$ cat config.mk
export PLATFORM = sky130hd
export DESIGN_NAME = mac_4uns_acc
export DESIGN_NICKNAME = d
export VERILOG_FILES = /design/src/rtl/mac_4uns_acc_pkg.sv /design/src/rtl/mul_4x4_prod.sv /design/src/rtl/mac_4uns_acc.sv
export SDC_FILE = /design/constraint.sdc
export NUM_CORES = 1
export LEC_CHECK = 0
export ABC_AREA = 1
export BUFFER_PORTS_ARGS = -buffer_cell sky130_fd_sc_hd__buf_2
export CAP_MARGIN = 20
export CORE_MARGIN = 4
export CORE_UTILIZATION = 50
export CTS_CLUSTER_SIZE = 14
export DETAILED_ROUTE_END_ITERATION = 10
export HOLD_SLACK_MARGIN = 0.03
export PLACE_DENSITY = 0.85
export SLEW_MARGIN = 30
export SYNTH_ARGS = -nofsm -noshare
export SYNTH_HDL_FRONTEND = slang
export SYNTH_HIERARCHICAL = 1
export SYNTH_SLANG_ARGS = --single-unit
$ cat constraint.sdc
create_clock -name CLK -period 3 [get_ports CLK]
set_input_delay 0 -clock CLK [delete_from_list [all_inputs] [get_ports CLK]]
set_output_delay 0 -clock CLK [all_outputs]
set_load 0.02 [all_outputs]
$ cat src/rtl/mac_4uns_acc_pkg.sv
// Shared constants and state encoding for the 4-bit unsigned multiply-accumulate stage.
package mac_4uns_acc_pkg;

   localparam int OPW = 4;
   localparam int PRW = 8;

   typedef enum logic {
      ST_ACC  = 1'b0,
      ST_DONE = 1'b1
   } state_t;

endpackage

$ cat src/rtl/mul_4x4_prod.sv
// Purely combinational 4x4 unsigned multiplier with the full 8-bit product.
module mul_4x4_prod
   import mac_4uns_acc_pkg::*;
(
   input  logic [OPW-1:0] a,
   input  logic [OPW-1:0] b,
   output logic [PRW-1:0] prod
);

   assign prod = PRW'(a) * PRW'(b);

endmodule

$ cat src/rtl/mac_4uns_acc.sv
// Streams 4-bit operand pairs, sums CNT products per frame and hands one result
// per frame to the consumer with a valid/ready handshake.
module mac_4uns_acc
   import mac_4uns_acc_pkg::*;
#(
   parameter int CNT  = 4,
   parameter int ACCW = 16
) (
   input  logic            CLK,
   input  logic            RST,
   input  logic [OPW-1:0]  INA,
   input  logic [OPW-1:0]  INB,
   input  logic            IVLD,
   output logic            IRDY,
   output logic [ACCW-1:0] RES,
   output logic            OVF,
   output logic            OVLD,
   input  logic            ORDY
);

   localparam int CW = $clog2(CNT + 1);
   localparam logic [CW-1:0] LAST = CW'(CNT - 1);

   state_t          state;
   logic [ACCW-1:0] acc;
   logic [CW-1:0]   count;
   logic            ovf;
   logic [PRW-1:0]  prod;
   logic [ACCW:0]   sum;

   mul_4x4_prod u_mul (
      .a    (INA),
      .b    (INB),
      .prod (prod)
   );

   // One extra bit on the adder captures the carry-out that feeds the sticky overflow flag.
   assign sum = {1'b0, acc} + {{(ACCW + 1 - PRW){1'b0}}, prod};

   always_ff @(posedge CLK) begin
      if (RST) begin
         state <= ST_ACC;
         acc   <= '0;
         count <= '0;
         ovf   <= 1'b0;
      end else begin
         case (state)
            ST_ACC: begin
               if (IVLD) begin
                  acc <= sum[ACCW-1:0];
                  ovf <= ovf | sum[ACCW];
                  if (count == LAST) begin
                     count <= '0;
                     state <= ST_DONE;
                  end else begin
                     count <= count + 1'b1;
                  end
               end
            end
            ST_DONE: begin
               // Consuming the result reopens the input only from the next cycle on.
               if (ORDY) begin
                  state <= ST_ACC;
                  acc   <= '0;
                  ovf   <= 1'b0;
               end
            end
            default: state <= ST_ACC;
         endcase
      end
   end

   assign IRDY = (state == ST_ACC);
   assign OVLD = (state == ST_DONE);
   assign RES  = acc;
   assign OVF  = ovf;

endmodule

After elaboration in Yosys (flattened, before gate mapping)

Cells that the tools add are included.

Multipliers: 1
Divide/modulo/power cells: 0
Eq/ne operators: 3
Reductions and logical operators: 2
$add $sub $neg: 2
Order comparisons: 0
Muxes and demuxes: 11
Bitwise operators: 2
Shift operators: 0

Operators with widths:

| kind                  | number |
|---|---|
| $mux W16              | 2 |
| $pmux W16 S2          | 1 |
| $add A16 B8 Y17       | 1 |
| $mul A4 B4 Y8         | 1 |
| $mux W1               | 5 |
| $ne A2 B2 Y1 const B  | 2 |
| $pmux W1 S2           | 2 |
| $reduce_and A2 Y1     | 2 |
| $add A3 B1 Y3 const B | 1 |
| $eq A3 B2 Y1 const B  | 1 |
| $mux W3               | 1 |
| $not A1 Y1            | 1 |
| $or A1 B1 Y1          | 1 |

Memory bits (writable): 0
Register bits after elaboration: 21
Bits in latches: 0
ROM bits: 0
Memories: 0
Input bits: 12
Logic and storage cells: 25

Longest topological paths before layout

Gate-level depths: netlist of the first run.

Depth in word-level cells: 5
Depth in mapped cells: 20
Depth with buffers taken out: 20

By module

Netlist of the first run, hierarchy kept.

By module, submodules not included:

| module       | times used | cells each | area each (um^2) |
|---|---|---|---|
| mac_4uns_acc | 1          | 216        | 1452.6 |
| mul_4x4_prod | 1          | 70         | 467.9 |

Worst setup path before layout of the first run

OpenSTA, ideal clock, no wires.

Kind: in2reg
Start: input port INA[0]
End: register acc[13] (netlist: RES[13])
Required time: 2889 ps
Stages: 16
Library setup time: 111 ps
Setup slack: 80 ps
Arrival: 2809 ps
Cell sequence: nand2_1 fa_1 inv_1 fa_1 fa_1 nand3_1 nand2_1 xor2_1 ha_1 nand2_1 nor2_2 nand3_1 nand3_2 nand3_1 nand2_1 nor2_2

Longest elaborated chain between the ends: 4

Ends and longest elaborated chain:

| what                 | RTL line           | source |
|---|---|---|
| from (decl)          | mac_4uns_acc.sv:11 | `input logic [OPW-1:0] INA,` |
| $mul A4 B4 Y8        | mul_4x4_prod.sv:10 | `assign prod = PRW'(a) * PRW'(b);` |
| via prod[6]          | mac_4uns_acc.sv:28 | `logic [PRW-1:0] prod;` |
| $add A16 B8 Y17      | mac_4uns_acc.sv:38 | `assign sum = {1'b0, acc} + {{(ACCW + 1 - PRW){1'b0}}, prod};` |
| $mux W16             | mac_4uns_acc.sv:49 | `if (IVLD) begin` |
| $pmux W16 S2         | mac_4uns_acc.sv:47 | `case (state)` |
| to (signal assigned) | mac_4uns_acc.sv:50 | `acc <= sum[ACCW-1:0];` |
| to (decl)            | mac_4uns_acc.sv:25 | `logic [ACCW-1:0] acc;` |

The timed path passes the listed nets, and every way through them passes these cells. The select of a mux whose other input is x is not followed.
A chain may end at the register's enable or synchronous reset.

Final worst setup path of the first run

Start: input port INA[0]
End: register acc[11] (netlist: RES[11])

The elaborated chain is that of the path after synthesis.

==> impl_metrics.yaml, run 1 <==
status:
  status: "completed"
synth:
  synth.ff_latch_count: 21
  yosys_warnings: 6
  synth_area_um2: 1920
  yosysTopAreaCell: "dfxtp_1"
  yosysSeqAreaShare_pct: 21.9
  syn_nets: 324
  synth_area_leaders: "dfxtp_1, nand2_1, ha_1"
  yosysUniqueCellTypes: 33
  netlist.area_leader.share_pct: 21.9
  syn_area_per_cell_um2: 6.72
  syn_inst: 286
worst_setup_path:
  rrSetupSlack_ns: 1.13
  r2r_start: "RES[0]"
  worst_r2r_path_depth: 11
  setup.worst_path.end_class: "flip-flop"
  worst-path-max-fanout: 5
  worst_ep_required_time_ns: 3.16
  critPathKind: "primary input to flip-flop"
  r2r-end: "RES[8]"
  crit_path_start_kind: "primary input"
  crit_arrival_ns: 2.98
sta:
  final_max_slew_viol_count: 0
  skew_ns: 0.00386
  fin_ws_ns: 0.173
  fin_hold_ws_ns: 0.0456
  rsz0062_at_grt: "no"
  timing.fmax_ghz: 0.354
  timing.final.setup_violations: 0
  worst_pin_slew_ns: 0.475
  layout_worst_path_cycle_share_pct: 94.2
  min_period_ns: 2.83
  finalHoldViolCount: 0
  timing.slew.headroom_pct: 68.2
final_layout:
  fin_nets: 367
  final_layout_size_suffix_gt1_share_pct: 22.9
  area_delta_synth_final_pct: 16.9
  layout_commonest_cell: "nand2_1"
  final_util_pct: 60.9
  diodes: 0
  final_cell_mix: "nand2_1, inv_1, buf_2, nand3_1"
  final_cells: 376
clock_tree:
  hold_buffers: 0
  clock_latency_ns: 0.26
  cts_buffers: 3
  cts_tree: "built"
  cts_root_buffer: "clkbuf_8"
  numClockSinks: 21
  h-tree-depth: 1
  clk_pin_slew_ns: 0.08
  cts_buffer_depth: 2
floorplanning:
  start_util_pct: 52.1
  die-height_um: 70.0
  core_um2: 3690
  io_pins: 31
  die-area_um2: 4900
  placementRows: 22
  fp.dieW_um: 70.0
routing:
  drc_errors: 0
  firstDrtPassIters: 5
  antenna_left: 0
  via_count: 1852
  post_drt_wl_per_cell_um: 11.0
  drt_wl_total_um: 4140
  vias_per_cell: 4.93
  drtIter0Drc: 87
power_and_ir_drop:
  leakage_nw: 1.30
  fin_total_pwr_uw: 940
  ir_worst_vdd_uv: 311
  p_per_area_nw_per_um2: 419
min_path:
  whs_path_depth: 4
  hold_path_end: "OVLD"
  hold_path.class: "primary input to flip-flop"
  min_from: "ORDY"
run:
  maxCapViolCount: 0
grt:
  grt_pass1_vias: 1653
  grt_pass1_wl_um: 7040
  antenna_found_initial: 0
  grt_overflow: 0
  track_usage_pct: 16.9
  grt_start_max_net_pins: 16
placement:
  numPortBuffers: 30
  gp_congestion: 0.848
  dp_hpwl_um: 3270
  placedCellCount: 372
  dp_slack_ns: -0.218
[Yosys cell counts, drive strengths merged]
master / n
a211oi: 1
nand4: 4
o31ai: 1
a31oi: 1
inv: 54
nand3b: 3
nand2: 92
nand3: 27
nor3: 3
or2: 2
a21boi: 2
ha: 21
nor2: 19
fa: 5
clkinv: 1
o21ai: 5
xor2: 3
dfxtp: 21
buf: 2
o211ai: 1
a21oi: 17
clkbuf: 1
[logic make-up after synthesis]
logic type	count (synthesis)	synth area share, %
simple gates	150	37.1
fa+ha+maj	26	18.9
flops	21	21.9
xor+xnor	3	1.37
buf+inv	58	11.9
compound gates	28	8.86
[worst max-delay path, cell delays in order]
cell     delay (ns)
buf_2          0.08
nand2_1        0.07
fa_1           0.53
inv_1          0.05
fa_2           0.55
ha_1           0.25
nand2_1        0.08
nor2_1         0.04
nand2_1        0.08
nand3_2        0.06
nand2_1        0.06
nand2_1        0.06
ha_1           0.35
nand2_2        0.11
nor2_2         0.14
nand3_1        0.11
nand3_2        0.09
nand2_1        0.08
nand3_1        0.11
o21ai_1        0.08
[metrics by stage]
step           setup TNS [ns]  instance area (µm²)
6_report                    0                 2250
2_1_floorplan               0                 1920
3_5_place_dp            -1.49                 2190
3_3_place_gp           -0.650                 2190
5_1_grt                     0                 2250
4_1_cts                     0                 2240
[routing by layer]
metal  GRT usage, %  vias to the layer above  routed length (µm)
met5              0                        -                   0
li1               -                      986                   -
met2           28.4                       26                1950
met1           22.3                      836                2000
met4           4.04                        0                  31
met3           3.17                        4                 157
[worst max path at each step]
stage | cells past startpoint | startpoint | end | slack [ns]
2_1_floorplan | 16 | INA[0] | RES[13] | 0.08
3_3_place_gp | 17 | INA[0] | RES[11] | -0.1
3_5_place_dp | 17 | INA[0] | RES[11] | -0.22
4_1_cts | 17 | INA[0] | RES[11] | 0.05
5_1_grt | 20 | INA[0] | RES[8] | 0.009
6_report | 20 | INA[0] | RES[11] | 0.17
[layout make-up]
type	count	area, µm²
flip-flops and latches	21	420
fillers	346	1440
clock buffers	4	45.0
multi-input cells	207	1280
repair buffers	41	233
inverters	55	206
well taps	48	60.1
[repair_timing]
item | in CTS | in global routing
setup endpoints to repair | 0 | 9
setup buffers | 0 | 0
resized for setup | 0 | 4
hold endpoints to repair | 0 | 0
[power breakdown]
group	switching (mW)	leakage, nW	internal [mW]
logic	0.254	1.11	0.179
registers	0.0184	0.171	0.301
clock network	0.0938	0.0228	0.0948
[sequential cells by signal, summed over array words and instances (netlist names)]
signal,count
RES,16
count,3
OVF,1
OVLD,1
Power figures use the tool's default switching activity.
==> inputs of run 2 (changes only) <==
--- a/config.mk
+++ b/config.mk
@@ -5,7 +5,6 @@
 export SDC_FILE = /design/constraint.sdc
 export NUM_CORES = 1
 export LEC_CHECK = 0
-export ABC_AREA = 1
 export BUFFER_PORTS_ARGS = -buffer_cell sky130_fd_sc_hd__buf_2
 export CAP_MARGIN = 20
 export CORE_MARGIN = 4
==> impl_metrics.yaml, run 2 <==
power_and_ir_drop:
  p_clk_share_pct: 13.7
  combinationalPowerShare_pct: 55.3
  fin_total_pwr_mw: 1.05
  ir_worst_vdd_uv: 324
  p_sw_share_pct: 40.2
  p_per_area_nw_per_um2: 435
  internal-power_uw: 628
  p_switching_uw: 423
  leakage_nw: 1.09
  power_frac_seq_pct: 31.0
sta:
  fin_ws_ns: -0.120
  min_period_ns: 3.12
  final_max_slew_viol_count: 0
  finalHoldViolCount: 0
  rsz0062_at_grt: "yes"
  timing.slew.headroom_pct: 46.3
  skew_ns: 0.0109
  timing.fmax_ghz: 0.320
  timing.final.setup_violations: 11
  worst_pin_slew_ns: 0.805
  layout_worst_path_cycle_share_pct: 104
final_layout:
  largest_reg_flops: 16
  final_layout_size_suffix_gt1_share_pct: 39.2
  fin_nets: 307
  final_util_pct: 71.9
  final_cell_mix: "buf_4, buf_2, dfxtp_1, ha_1, nor2_1"
  layout_commonest_cell: "buf_4"
  area_delta_synth_final_pct: 37.7
  diodes: 0
synth:
  syn_nets: 246
  synth_compound_gate_area_share_pct: 21.6
  synth_area_leaders: "dfxtp_1, ha_1, fa_1"
  synth_top_family_by_area: "simple AND/OR/NAND/NOR gates"
  synth_area_um2: 1760
  synth_common_cells: "dfxtp_1, ha_1, nand2_1, a21oi_1, nor2_1"
  synth_fa_ha_area_share_pct: 20.7
  yosysUniqueCellTypes: 52
  yosysSeqAreaShare_pct: 23.9
  synth_edf_count: 0
  yosys_warnings: 6
  synth.area.mux_share_pct: 1.78
  synth-simple-area-share_pct: 25.0
  synth-xor-area-share_pct: 3.49
  syn_area_per_cell_um2: 8.44
  netlist.area_leader.share_pct: 23.9
  syn_inst: 208
  synthFlopType: "dfxtp_1"
  synth.ff_latch_count: 21
  yosysTopAreaCell: "dfxtp_1"
  async_flop_share_pct: 0
worst_setup_path:
  crit_arrival_ns: 3.37
  worst_ep_required_time_ns: 3.25
  setup.worst_path.end_class: "flip-flop"
  crit_chain: "buf_8 > nand2_8 > fa_1 > inv_1 > fa_2 > buf_6 > fa_2 > a21o_2 > a21oi_2 > xnor2_1 > ha_2 > nand2_2 > nand2_2 > o21ai_4 > or4_1 > a21oi_1"
  worst-path-max-fanout: 7
  critPathKind: "primary input to flip-flop"
  slowest_stage: "fa_1"
  cpPeakStageDelay_ns: 0.54
  crit_path_start_kind: "primary input"
clock_tree:
  cts_buffer_depth: 2
  clock_latency_ns: 0.32
  clk_pin_slew_ns: 0.12
  h-tree-depth: 1
  hold_buffers: 0
  cts_tree: "built"
  numClockSinks: 21
  cts_buffers: 3
  cts_root_buffer: "clkbuf_4"
floorplanning:
  placementRows: 21
  io_pins: 31
  start_util_pct: 52.2
  die-height_um: 67.3
  core_um2: 3360
  fp.dieW_um: 67.3
  die-area_um2: 4520
grt:
  grt_busiest_layer: "met2"
  antenna_found_initial: 0
  grt.met1_usage_pct: 24.8
  grt_pass1_vias: 1810
  met2_usage_pct: 39.9
  track_usage_pct: 21.2
  grt_start_max_net_pins: 21
  grt_overflow: 0
  met3_usage_pct: 1.50
  grt_pass1_wl_um: 7590
routing:
  drtIter0Drc: 64
  drt_wl_total_um: 4580
  via_count: 1761
  drc_errors: 0
  firstDrtPassIters: 4
  antenna_left: 0
  post_drt_wl_per_cell_um: 14.6
  vias_per_cell: 5.61
placement:
  numPortBuffers: 30
  gp_congestion: 0.926
  dp_hpwl_um: 3360
status:
  violations: "negative setup slack"
  status: "finished with violations"
run:
  maxCapViolCount: 0
min_path:
  hold_path.class: "primary input to flip-flop"
## run 2: cell types whose count changed in the layout (fill, tap and decap cells not counted), sizes merged, moves of 3 or more
cell | previous run | this run
and2 | 0 | 13
nand4 | 4 | 0
nor3 | 3 | 6
inv | 54 | 11
buf | 41 | 61
o31ai | 1 | 4
nand2b | 0 | 3
nand2 | 92 | 18
and3 | 0 | 3
nor2 | 19 | 15
a211oi | 1 | 6
or4 | 0 | 3
a21o | 0 | 4
nand3 | 27 | 6
## run 2: final timing paths
path / start / to / slack, ns / cells past startpoint
worst min register to register: count[2] / count[2] / 0.46 / 2
worst min-delay path: ORDY / OVLD / 0.05 / 3
worst max-delay path: INA[2] / RES[14] / -0.12 / 16
worst max register to register: RES[0] / RES[6] / 0.67 / 9
## run 2: repair_timing
item | in CTS | in global routing
pin swaps | 14 | 7
setup endpoints to repair | 11 | 11
setup buffers | 3 | 1
gates resized for setup | 18 | 11
endpoints found under the hold margin | 0 | 0
## run 2: final cells by class
type / instances / area (µm²)
Sequential cell: 21 / 420
Tap cell: 46 / 57.6
Fill cell: 279 / 946
Timing Repair Buffer: 61 / 413
Inverter: 11 / 41.3
Clock buffer: 3 / 22.5
Clock inverter: 1 / 5.00
Multi-Input combinational cell: 171 / 1460
## run 2: critical path, delay by kind of cell
family / cells / cell delay, ns
xor+xnor: 1 / 0.08
compound gates: 4 / 0.56
buf+inv: 3 / 0.28
simple gates: 4 / 0.67
fa+ha+maj: 4 / 1.76
## run 2: power groups by stage
stage / Sequential, mW / Combinational [mW] / Clock [mW]
after floorplan: 0.352 / 0.295 / 0
after global placement: 0.329 / 0.483 / 0
after detailed placement: 0.331 / 0.500 / 0
after CTS: 0.325 / 0.545 / 0.142
after global routing: 0.329 / 0.639 / 0.153
final: 0.326 / 0.582 / 0.144
## run 2: routing by layer
| metal | share of wire (%) | vias up | wire [µm] |
|---|---|---|---|
| met4 | 2.6 | 0 | 118 |
| met5 | 0 | - | 0 |
| met2 | 51 | 44 | 2330 |
| li1 | - | 876 | - |
| met1 | 43 | 829 | 1990 |
| met3 | 3.2 | 12 | 146 |
## run 2: cell families after synthesis
family | Yosys count
compound gates | 55
xor+xnor | 7
fa+ha+maj | 26
buf+inv | 16
flops | 21
mux | 3
simple gates | 80
## run 2: per-stage QoR
step / hold WS, ns / setup TNS (ns) / cells / instance area, µm² / setup slack, ns
finish: 0.0488 / -0.800 / 314 / 2420 / -0.120
global route: 0.0675 / -2.11 / 314 / 2420 / -0.236
global placement: 0.360 / -4.82 / 306 / 2210 / -0.505
CTS: 0.0477 / -1.03 / 313 / 2350 / -0.149
detailed placement: 0.374 / -5.70 / 306 / 2210 / -0.562
floorplan: 0.213 / -1.47 / 208 / 1820 / -0.224
==> inputs of run 3 (changes only) <==
--- a/config.mk
+++ b/config.mk
@@ -12,7 +12,7 @@
 export CTS_CLUSTER_SIZE = 14
 export DETAILED_ROUTE_END_ITERATION = 10
 export HOLD_SLACK_MARGIN = 0.03
-export PLACE_DENSITY = 0.85
+export PLACE_DENSITY = 0.83
 export SLEW_MARGIN = 30
 export SYNTH_ARGS = -nofsm -noshare
 export SYNTH_HDL_FRONTEND = slang
==> constraint.sdc (replaced) <==
create_clock -name CLK -period 2.9 [get_ports CLK]
set_input_delay 0 -clock CLK [delete_from_list [all_inputs] [get_ports CLK]]
set_output_delay 0 -clock CLK [all_outputs]
set_load 0.02 [all_outputs]
==> impl_metrics.yaml, run 3 (synthesis results as in run 2) <==
sta:
  layout_worst_path_cycle_share_pct: 110
  timing.final.setup_violations: 11
  skew_ns: 0.00259
  timing.fmax_ghz: 0.314
  worst_pin_slew_ns: 0.755
  min_period_ns: 3.19
  fin_ws_ns: -0.289
  rsz0062_at_grt: "yes"
  timing.slew.headroom_pct: 49.7
  final_max_slew_viol_count: 0
  tns_ns: -2.48
  finalHoldViolCount: 0
worst_setup_path:
  r2r_start: "RES[0]"
  crit_arrival_ns: 3.43
  critPathKind: "primary input to flip-flop"
  worst_ep_required_time_ns: 3.15
  worst-path-max-fanout: 8
  r2r-end: "RES[14]"
  rrSetupSlack_ns: 0.50
  setup.worst_path.end_class: "flip-flop"
  worst_r2r_path_depth: 8
  crit_path_start_kind: "primary input"
floorplanning:
  core_um2: 3360
  fp.dieW_um: 67.3
  die-height_um: 67.3
  die-area_um2: 4520
  io_pins: 31
  start_util_pct: 52.2
  placementRows: 21
status:
  status: "finished with violations"
  violations: "negative setup slack"
final_layout:
  final_cell_mix: "buf_4, buf_2, dfxtp_1, nor2_1, ha_1"
  fillerInstances: 266
  final_cells: 315
  layout_commonest_cell: "buf_4"
  diodes: 0
  final_design_area_no_fill_um2: 2480
  area_delta_synth_final_pct: 41.1
  largest_reg_flops: 16
  fin_nets: 308
  final_layout_size_suffix_gt1_share_pct: 42.4
  final_util_pct: 73.7
power_and_ir_drop:
  p_clk_share_pct: 13.2
  ir_worst_vdd_uv: 290
  internal-power_uw: 665
  power_frac_seq_pct: 30.6
  p_per_area_nw_per_um2: 445
  p_sw_share_pct: 39.6
  leakage_nw: 1.10
  combinationalPowerShare_pct: 56.3
  p_switching_uw: 437
  fin_total_pwr_mw: 1.10
grt:
  grt_pass1_vias: 1752
  grt_pass1_wl_um: 7670
  antenna_found_initial: 0
  grt_overflow: 0
  track_usage_pct: 21.5
  grt_start_max_net_pins: 21
placement:
  gp_congestion: 0.883
  numPortBuffers: 30
  placedCellCount: 307
  place_area_um2: 2220
  dp_hpwl_um: 3380
routing:
  vias_per_cell: 5.74
  drt_wl_total_um: 4710
  post_drt_wl_per_cell_um: 15.0
  antenna_left: 0
  via_count: 1809
  firstDrtPassIters: 5
  drtIter0Drc: 82
  drc_errors: 0
clock_tree:
  cts_buffer_depth: 2
  hold_buffers: 0
  cts_root_buffer: "clkbuf_4"
  numClockSinks: 21
  cts_buffers: 3
  clock_latency_ns: 0.30
  cts_tree: "built"
  clk_pin_slew_ns: 0.12
  h-tree-depth: 1
min_path:
  hold_path.class: "primary input to flip-flop"
  hold_path_end: "OVLD"
  whs_path_depth: 3
  min_from: "ORDY"
run:
  maxCapViolCount: 0
## run 3: layer usage
metal	share of wire, %	up-vias	wire length, µm	GRT usage, %
li1	-	884	-	-
met1	41	872	1940	26.1
met2	53	45	2520	40.1
met3	4.2	8	197	2.66
met4	1.2	0	55	4.81
met5	0	-	0	0
## run 3: layout make-up
cell class	instances	area (µm²)	share of cell area (%)
sequential	21	420	17.0
multi-input combinational	171	1500	60.6
clock buffer	4	26.3	1.06
inverter	11	41.3	1.67
tap	46	57.6	2.32
timing repair buffer	62	430	17.4
## run 3: worst max path at each step
stage / end / start / depth (start not counted)
2_1_floorplan: RES[13] / INB[1] / 14
3_3_place_gp: RES[14] / INB[1] / 16
3_5_place_dp: RES[10] / INB[1] / 16
4_1_cts: RES[13] / INA[2] / 16
5_1_grt: RES[14] / INA[2] / 16
6_report: RES[14] / INA[2] / 16
## run 3: power by group through the flow
stage          clock, mW  combinational, mW  sequential, mW
3_3_place_gp           0              0.497           0.342
3_5_place_dp           0              0.513           0.343
6_report           0.145              0.620           0.337
5_1_grt            0.162              0.683           0.341
2_1_floorplan          0              0.305           0.364
4_1_cts            0.148              0.573           0.338
## run 3: worst max-delay path, cell delays in order
cell	delay, ns
buf_8	0.09
nand2_8	0.04
fa_1	0.56
inv_2	0.05
fa_2	0.48
buf_6	0.14
fa_2	0.36
a21o_2	0.21
a21oi_2	0.14
xnor2_1	0.08
ha_2	0.39
nand2_2	0.07
nand2_2	0.09
o21ai_4	0.09
or4_4	0.50
a21oi_2	0.14
## run 3: per-stage QoR
stage / setup slack [ns] / hold WS (ns)
floorplan: -0.324 / 0.213
global placement: -0.607 / 0.360
detailed placement: -0.705 / 0.379
CTS: -0.247 / 0.0729
global route: -0.414 / 0.0776
finish: -0.289 / 0.0807
## run 3: repair_timing
item                       CTS  global route
gates resized for setup     24            16
pin swaps                   13            10
setup buffers                2             2
cloned                       0             0
setup endpoints to repair   11            13
